===== config.mk =====
export PLATFORM = sky130hd
export DESIGN_NAME = core_run_ctrl
export DESIGN_NICKNAME = d
export VERILOG_FILES = /design/src/rtl/core_run_ctrl.sv
export SDC_FILE = /design/constraint.sdc
export NUM_CORES = 1
export LEC_CHECK = 0
export BUFFER_PORTS_ARGS = -buffer_cell sky130_fd_sc_hd__buf_2
export CAP_MARGIN = 20
export CORE_ASPECT_RATIO = 0.9
export CORE_MARGIN = 1
export CORE_UTILIZATION = 30
export CTS_CLUSTER_DIAMETER = 200
export DETAILED_ROUTE_END_ITERATION = 7
export PLACE_DENSITY = 0.56
export SKIP_CTS_REPAIR_TIMING = 1
export SYNTH_ARGS = -nofsm -noshare
export SYNTH_HDL_FRONTEND = slang
export SYNTH_SLANG_ARGS = --single-unit

===== constraint.sdc =====
create_clock -name CLK -period 4.44 [get_ports CLK]
set_clock_uncertainty 0.15 [all_clocks]
set_input_delay 0 -clock CLK [delete_from_list [all_inputs] [get_ports CLK]]
set_output_delay 0 -clock CLK [all_outputs]
set_load 0.005 [all_outputs]

===== src/rtl/core_run_ctrl.sv =====
// ---------------------------------------------------------------------------
// core_run_ctrl
//
// Sequences one run of an attached core and reports how the run ended.
// A run goes through these states:
//   IDLE -> CRST  the core is held in reset for RST_CYCLES cycles
//        -> RUN   the core executes while cycles, retirements and stalls
//                 are counted
//        -> FIN   the result and the counters are held until the next START
//
// A run ends on a core error (STAT != 0), a halt or a timeout.
// A halt is the same PC retiring HALT_REPEAT times in a row.
// A timeout is CYCLES reaching TIMEOUT_CYCLES.
//
// Configuration macro:
//   RUN_CTRL_PERF_EN  build the STALLS counter. When it is undefined,
//                     STALLS is tied to 0 and STALL is ignored.
//
// Ports:
//   CLK        clock; all logic runs on the rising edge
//   RST        synchronous, active-high reset
//   START      request to begin a run; ignored while BUSY
//   STAT       core status; any nonzero value is a core error
//   RET_VALID  the core retired one instruction this cycle
//   RET_PC     PC of the retired instruction
//   STALL      the core pipeline stalled this cycle
//   CORE_RST   reset to the core
//   EXEC       execute enable to the core
//   BUSY       a run is in progress (CRST or RUN)
//   DONE       the run has finished and RESULT is valid
//   RESULT     00 none, 01 halt, 10 timeout, 11 error
//   CYCLES     number of cycles spent in RUN
//   INSTRET    number of retired instructions
//   STALLS     number of stalled RUN cycles
// ---------------------------------------------------------------------------
module core_run_ctrl #(
    parameter int CNT_W          = 32,
    parameter int TIMEOUT_CYCLES = 4500,
    parameter int RST_CYCLES     = 10,
    parameter int HALT_REPEAT    = 3
) (
    input  logic             CLK,
    input  logic             RST,
    input  logic             START,
    input  logic [7:0]       STAT,
    input  logic             RET_VALID,
    input  logic [31:0]      RET_PC,
    input  logic             STALL,
    output logic             CORE_RST,
    output logic             EXEC,
    output logic             BUSY,
    output logic             DONE,
    output logic [1:0]       RESULT,
    output logic [CNT_W-1:0] CYCLES,
    output logic [CNT_W-1:0] INSTRET,
    output logic [CNT_W-1:0] STALLS
);

    typedef enum logic [1:0] {IDLE, CRST, RUN, FIN} state_t;
    typedef enum logic [1:0] {
        RES_NONE    = 2'b00,
        RES_HALT    = 2'b01,
        RES_TIMEOUT = 2'b10,
        RES_ERROR   = 2'b11
    } result_t;

    localparam int RC_W  = (RST_CYCLES > 1) ? $clog2(RST_CYCLES) : 1;
    localparam int REP_W = $clog2(HALT_REPEAT + 1);
    localparam logic [RC_W-1:0]  RC_LAST     = RC_W'(RST_CYCLES - 1);
    localparam logic [REP_W-1:0] REP_HALT    = REP_W'(HALT_REPEAT);
    localparam logic [CNT_W-1:0] TIMEOUT_VAL = CNT_W'(TIMEOUT_CYCLES);

    // Counters stop at all-ones instead of wrapping back to zero.
    function automatic logic [CNT_W-1:0] sat_inc(input logic [CNT_W-1:0] v);
        return (&v) ? v : v + CNT_W'(1);
    endfunction

    state_t           state, state_next;
    result_t          result, result_next;
    logic [RC_W-1:0]  rc_cnt;
    logic [REP_W-1:0] rep_cnt, rep_next;
    logic [31:0]      last_pc;
    logic             start_run;
    logic             pc_repeat;
    logic [CNT_W-1:0] cycles_inc;

    // A retirement is a repeat only if some earlier retirement in this run
    // set last_pc. rep_cnt == 0 means nothing has retired yet, so the first
    // retirement never matches the cleared last_pc, even when its PC is 0.
    assign pc_repeat  = RET_VALID && (rep_cnt != '0) && (RET_PC == last_pc);
    assign rep_next   = pc_repeat ? rep_cnt + REP_W'(1) : REP_W'(1);
    assign cycles_inc = sat_inc(CYCLES);

    // NOTE: every signal written here gets a default first. Any path that
    // leaves a signal unassigned would infer a latch.
    always_comb begin
        state_next  = state;
        result_next = result;
        start_run   = 1'b0;
        CORE_RST    = 1'b0;
        EXEC        = 1'b0;
        BUSY        = 1'b0;
        DONE        = 1'b0;
        case (state)
            IDLE: begin
                if (START) begin
                    state_next  = CRST;
                    result_next = RES_NONE;
                    start_run   = 1'b1;
                end
            end
            CRST: begin
                CORE_RST = 1'b1;
                BUSY     = 1'b1;
                if (rc_cnt == RC_LAST) state_next = RUN;
            end
            RUN: begin
                EXEC = 1'b1;
                BUSY = 1'b1;
                // Check order gives the priority: error, then halt, then timeout.
                if (STAT != 8'h00) begin
                    state_next  = FIN;
                    result_next = RES_ERROR;
                end else if (RET_VALID && (rep_next >= REP_HALT)) begin
                    state_next  = FIN;
                    result_next = RES_HALT;
                end else if (cycles_inc >= TIMEOUT_VAL) begin
                    state_next  = FIN;
                    result_next = RES_TIMEOUT;
                end
            end
            FIN: begin
                DONE = 1'b1;
                if (START) begin
                    state_next  = CRST;
                    result_next = RES_NONE;
                    start_run   = 1'b1;
                end
            end
            default: state_next = IDLE;
        endcase
    end

    assign RESULT = result;

    // NOTE: sequential state uses non-blocking assignments. All registers
    // then update together from the values they had before the edge.
    always_ff @(posedge CLK) begin
        if (RST) begin
            state  <= IDLE;
            result <= RES_NONE;
        end else begin
            state  <= state_next;
            result <= result_next;
        end
    end

    // Run counters. They are written only in RUN, so they freeze in FIN
    // and keep the exit cycle.
    always_ff @(posedge CLK) begin
        if (RST) begin
            rc_cnt  <= '0;
            rep_cnt <= '0;
            last_pc <= '0;
            CYCLES  <= '0;
            INSTRET <= '0;
        end else if (start_run) begin
            rc_cnt  <= '0;
            rep_cnt <= '0;
            last_pc <= '0;
            CYCLES  <= '0;
            INSTRET <= '0;
        end else if (state == CRST) begin
            rc_cnt <= rc_cnt + RC_W'(1);
        end else if (state == RUN) begin
            CYCLES <= cycles_inc;
            if (RET_VALID) begin
                INSTRET <= sat_inc(INSTRET);
                rep_cnt <= rep_next;
                if (!pc_repeat) last_pc <= RET_PC;
            end
        end
    end

`ifdef RUN_CTRL_PERF_EN
    always_ff @(posedge CLK) begin
        if (RST || start_run) begin
            STALLS <= '0;
        end else if (state == RUN && STALL) begin
            STALLS <= sat_inc(STALLS);
        end
    end
`else
    logic unused_stall;
    assign unused_stall = STALL;
    assign STALLS       = '0;
`endif

endmodule


# Word-level counts from Yosys, hierarchy flattened
# Index checks and enable logic that the tools add are counted.
dict set report classes {
  add_sub_neg 4
  mul 0
  n_div 0
  order_cmp 2
  eq_ne 8
  shifts 0
  mux 19
  bitwise_logic 3
  n_reduce_logical 18
}
# operator n
set op_table {}
lappend op_table {{$add 32x1->32 const B} 2}
lappend op_table {{$reduce_and 32->1} 2}
lappend op_table {{$eq 32x32->1} 1}
lappend op_table {{$ge 32x13->1 const B} 1}
lappend op_table {{$mux 32} 1}
lappend op_table {{$mux 2} 10}
lappend op_table {{$reduce_and 3->1} 3}
lappend op_table {{$reduce_and 4->1} 2}
lappend op_table {{$reduce_bool 8->1} 1}
lappend op_table {{$mux 1} 6}
lappend op_table {{$pmux 2 s3} 1}
lappend op_table {{$reduce_or 2->1} 3}
lappend op_table {{$add 4x1->4 const B} 1}
lappend op_table {{$eq 2x2->1 const B} 2}
lappend op_table {{$eq 4x4->1 const B} 1}
lappend op_table {{$ne 4x4->1 const B} 1}
lappend op_table {{$pmux 2 s2} 1}
lappend op_table {{$reduce_bool 2->1} 2}
lappend op_table {{$logic_and 1x1->1} 3}
lappend op_table {{$not 1->1} 3}
lappend op_table {{$add 2x1->2 const B} 1}
lappend op_table {{$eq 2x1->1 const B} 1}
lappend op_table {{$ge 2x2->1 const B} 1}
lappend op_table {{$logic_not 2->1} 1}
lappend op_table {{3 further kinds} 3}
dict set report word_totals {
  register_bits 106
  latch_bits 0
  ramBits 0
  romBits 0
  in_bits 45
  out_inout_bits 102
  wordCells 61
  mem_count 0
}

# Logic depth before layout (Yosys ltp)
dict set report depth {
  word_depth 9
  mapped_depth 11
  mapped_depth_nobuf 10
}

# Worst setup path after synthesis
# No wires, ideal clock.
dict set report synth_timing {
  path_kind {reg-to-reg}
  from {register CYCLES[0]}
  to {register result[0], in the netlist RESULT[0]}
  setup_ns 0.123
  arrival_ns 2.874
  required_ns 4.167
  setup_slack_ns 1.293
  path_stages_with_launch 12
  n_path_buf 1
  period_less_slack_ns 3.147
  path_cell_list {dfxtp_1 > ha_1 > buf_4 > nand3_1 > or3_1 > a31oi_2 > xnor2_1 > a31oi_1 > a2111oi_2 > o2111ai_2 > nand2_2 > mux2_1}
}
dict set report synth_via {
  elab_chain_cells 5
  elab_cells_between_ends 6
  classes_between {add/sub (1); order compare (1); eq/ne (1); mux (1); reduce/logical (2)}
}
# item line_no
set synth_lines {}
lappend synth_lines {{from (decl)} 54} ;# output logic [CNT_W-1:0] CYCLES,
lappend synth_lines {{from (signal assigned)} 176} ;# CYCLES <= cycles_inc;
lappend synth_lines {{$add 32x1->32 / $reduce_and 32->1 (equally long branches)} 75} ;# return (&v) ? v : v + CNT_W'(1);
lappend synth_lines {{$mux 32 (*)} 75}
lappend synth_lines {{$ge 32x13->1 (*)} 127} ;# end else if (cycles_inc >= TIMEOUT_VAL) begin
lappend synth_lines {{$ne 4x4->1 (no source line) (*)} n/a}
lappend synth_lines {{$reduce_and 3->1 (no source line) (*)} n/a}
lappend synth_lines {{to (signal assigned)} 154} ;# result <= result_next;
lappend synth_lines {{to (decl)} 79} ;# result_t result, result_next;
# Every way passes the cells marked *; elsewhere a longest branch is shown, timed or not.
# A chain may end at the register's enable or synchronous reset.

# Worst setup path in the final report
# Ends and elaborated chain as after synthesis.

==> summary.txt <==
Critical path
  – Startpoint Class: register
  – Critical path's slowest cell: or3_1
  – CP top delay family: compound AO/OA/AOI/OAI gates
  – WS Path Type: reg -> reg
  – Slowest stage delay, CP: 0.50 ns
  – Critical Path, Cell by Cell: ha_1 > nand3_1 > or3_1 > a31oi_2 > xnor2_1 > a31oi_1 > a2111oi_2 > o2111ai_2 > nand2_2 > mux2_1
  – Critical path endpoint category: register
  – Crit path DAT: 3.67 ns
  – Req. time, crit path: 4.53 ns
  – Buf+Inv Stages, Crit Path: 0
  – CP max FO: 10

Flow run
  – MaxCap Viol Count: 0

Routing
  – Final ANT Viol Nets: 0
  – WL final: 14400 microns
  – Via count: 5081
  – WL/cell: 13.3 microns
  – Router iterations before antenna repair: 4
  – Starting DRT DRC Count: 207
  – DR vias/cell: 4.70
  – Drt drc: 0

Global route
  – Largest net degree at the start of global routing: 103
  – Vias in the first global route: 4510
  – Initial antenna violation count: 0
  – Global-route wire length before repair: 22900 microns
  – Total GRT Usage: 14.3%
  – Total global routing overflow: 0

Outcome
  – Status: finished clean

Place
  – Port Buf Inserts: 113
  – GP Congestion: 0.823
  – Detailed placement HPWL: 9950 microns

Yosys
  – Share of the yosys chip area belonging to registers: 35.9%
  – Syn Area/Cell: 8.40 sq um
  – Synth Flop Type: dfxtp_1
  – Synth area leader: dfxtp_1
  – Unique masters post-synth: 60
  – Mapped cell area: 0.00590 sq mm
  – Seq cells post-synth: 106
  – Synth warn: 0
  – Top cells by count, synth: dfxtp_1, nor2_1, nand2_1, xor2_1, xnor2_1
  – Dominant cells by area after synthesis: dfxtp_1, xor2_1, xnor2_1
  – Post-synth EDFFs: 0
  – Asr flop ratio synth: 0%
  – Gate Count Post-Synth: 703
  – Top-count cell post-synth: dfxtp_1
  – Yosys top cell area share: 35.9%

Final layout
  – Fillers: 2001
  – Ratio of cells with drive above 1 in the final layout: 18.2%
  – Ant diodes: 0
  – Synthesis-to-layout area growth: 22.0%
  – Multi-input logic area: 0.00344 sq mm
  – Fin nets: 879
  – Area taken by flip-flops and latches: 0.00212 sq mm

Clock tree
  – Clk root buf: clkbuf_16
  – CTS Sinks: 106
  – Skew-Pair Late Insertion Delay: 0.35 ns
  – H-tree depth: 3
  – Total CTS buffers: 9
  – Max Root-Sink Buffers: 2
  – Clk slew on worst S/H paths: 0.07 ns
  – CTS tree: done

Timing
  – Final worst path period share: 80.5%
  – Setup TNS: 0 ns
  – RSZ-0062 raised after global routing: no
  – Worst Tran Pin Value: 1.05 ns
  – F_max: 0.280 GHz
  – Final Setup Violations: 0
  – Max Slew Vio Count: 0
  – Final Critical Period: 3.57 ns
  – Final Hold Violating Endpoints: 0
  – Slew Limit Headroom: 30.0%

Power and ir drop
  – Pwr Total: 2.40 mW
  – Max IR drop VDD: 0.206 mV
  – Power Dens Cells: 333 mW/mm^2
  – Pleak: 2.84 nW

Floorplan
  – Row cnt: 48
  – Initial Utilization: 30.7%
  – CORE AREA: 0.0192 sq mm
  – Top-level I/O count: 147
  – Die height: 135 microns
  – Die ar.: 0.0202 sq mm
  – Die Width: 150 microns

Min path
  – Worst hold path type: in -> reg
## flip-flops by register name, summed over array words and instances (netlist names)
| name | flops |
|---|---|
| CYCLES | 32 |
| INSTRET | 32 |
| RESULT | 2 |
| last_pc | 32 |
| rc_cnt | 4 |
| rep_cnt | 2 |
| state | 2 |
## final cells by class
class                   instances  area share (%)
flip-flops and latches        106            29.5
repair buffers                149            13.0
multi-input cells             543            47.8
inverters                      17           0.886
clock inverters                 5            1.20
clock buffers                  10            3.32
well taps                     250            4.34
## logic make-up after synthesis
family                   count (synthesis)  share of synthesized area (%)
flip-flops                             106                           35.9
buffers and inverters                   85                           7.95
multiplexers                            34                           5.79
AND/OR/NAND/NOR                        302                           26.6
XOR/XNOR                                89                           13.2
adder cells (fa/ha/maj)                  8                           1.70
AO/OA/AOI/OAI                           78                           8.79
other                                    1                         0.0635
## worst min-delay path: stages
cell	delay (ns)
buf_2	0.07
nor4_1	0.03
nand2_1	0.11
a21oi_1	0.05
nor3_1	0.11
mux2_1	0.14
## placed cells by master (no fill, tap or decap), drive strengths merged, types with 19 or more instances in the layout
cell and n:
dlygate4sd3 34, conb 32, xor2 45, xnor2 44, buf 115, dfxtp 106
mux2i 33, inv 19, nand4 20, a21oi 26, nand3 36, nor2 102
nand2 54
## through the flow
stage / hold WS [ns] / area [sq um] / worst slack [ns] / std cells / util [%]
floorplan: -0.0809 / 6020 / 1.29 / 734 / -
CTS: -0.265 / 6840 / 0.846 / 1045 / 35.6
global placement: 0.108 / 6520 / 0.887 / 1030 / 33.9
detailed placement: 0.120 / 6520 / 0.858 / 1030 / 33.9
global route: 0.117 / 7200 / 0.592 / 1080 / 37.5
finish: 0.0513 / 7200 / 0.868 / 1080 / 37.5
## metal layers
| metal | vias to the layer above | routed length (microns) | global-route usage [%] |
|---|---|---|---|
| met2 | 124 | 6520 | 21.7 |
| met3 | 6 | 849 | 4.73 |
| met5 | - | 0 | 0 |
| met1 | 2355 | 6920 | 19.1 |
| li1 | 2596 | - | - |
| met4 | 0 | 107 | 3.93 |
## path summary, 6_finish.rpt
path / from / endpoint / slack (ns) / cells past startpoint
setup reg to reg: CYCLES[0] / RESULT[0] / 0.87 / 10
hold / removal: STAT[6] / RESULT[0] / 0.05 / 6
hold reg to reg: rep_cnt[1] / rep_cnt[1] / 0.31 / 2
setup / recovery: CYCLES[0] / RESULT[0] / 0.87 / 10
## where the power goes
part / internal [mW] / switching, mW / leakage, nW / total [mW]
logic: 0.187 / 0.285 / 1.82 / 0.472
registers: 0.995 / 0.0346 / 0.855 / 1.03
clock network: 0.513 / 0.383 / 0.160 / 0.896
total: 1.70 / 0.702 / 2.84 / 2.40
Power figures use the tool's default switching activity.
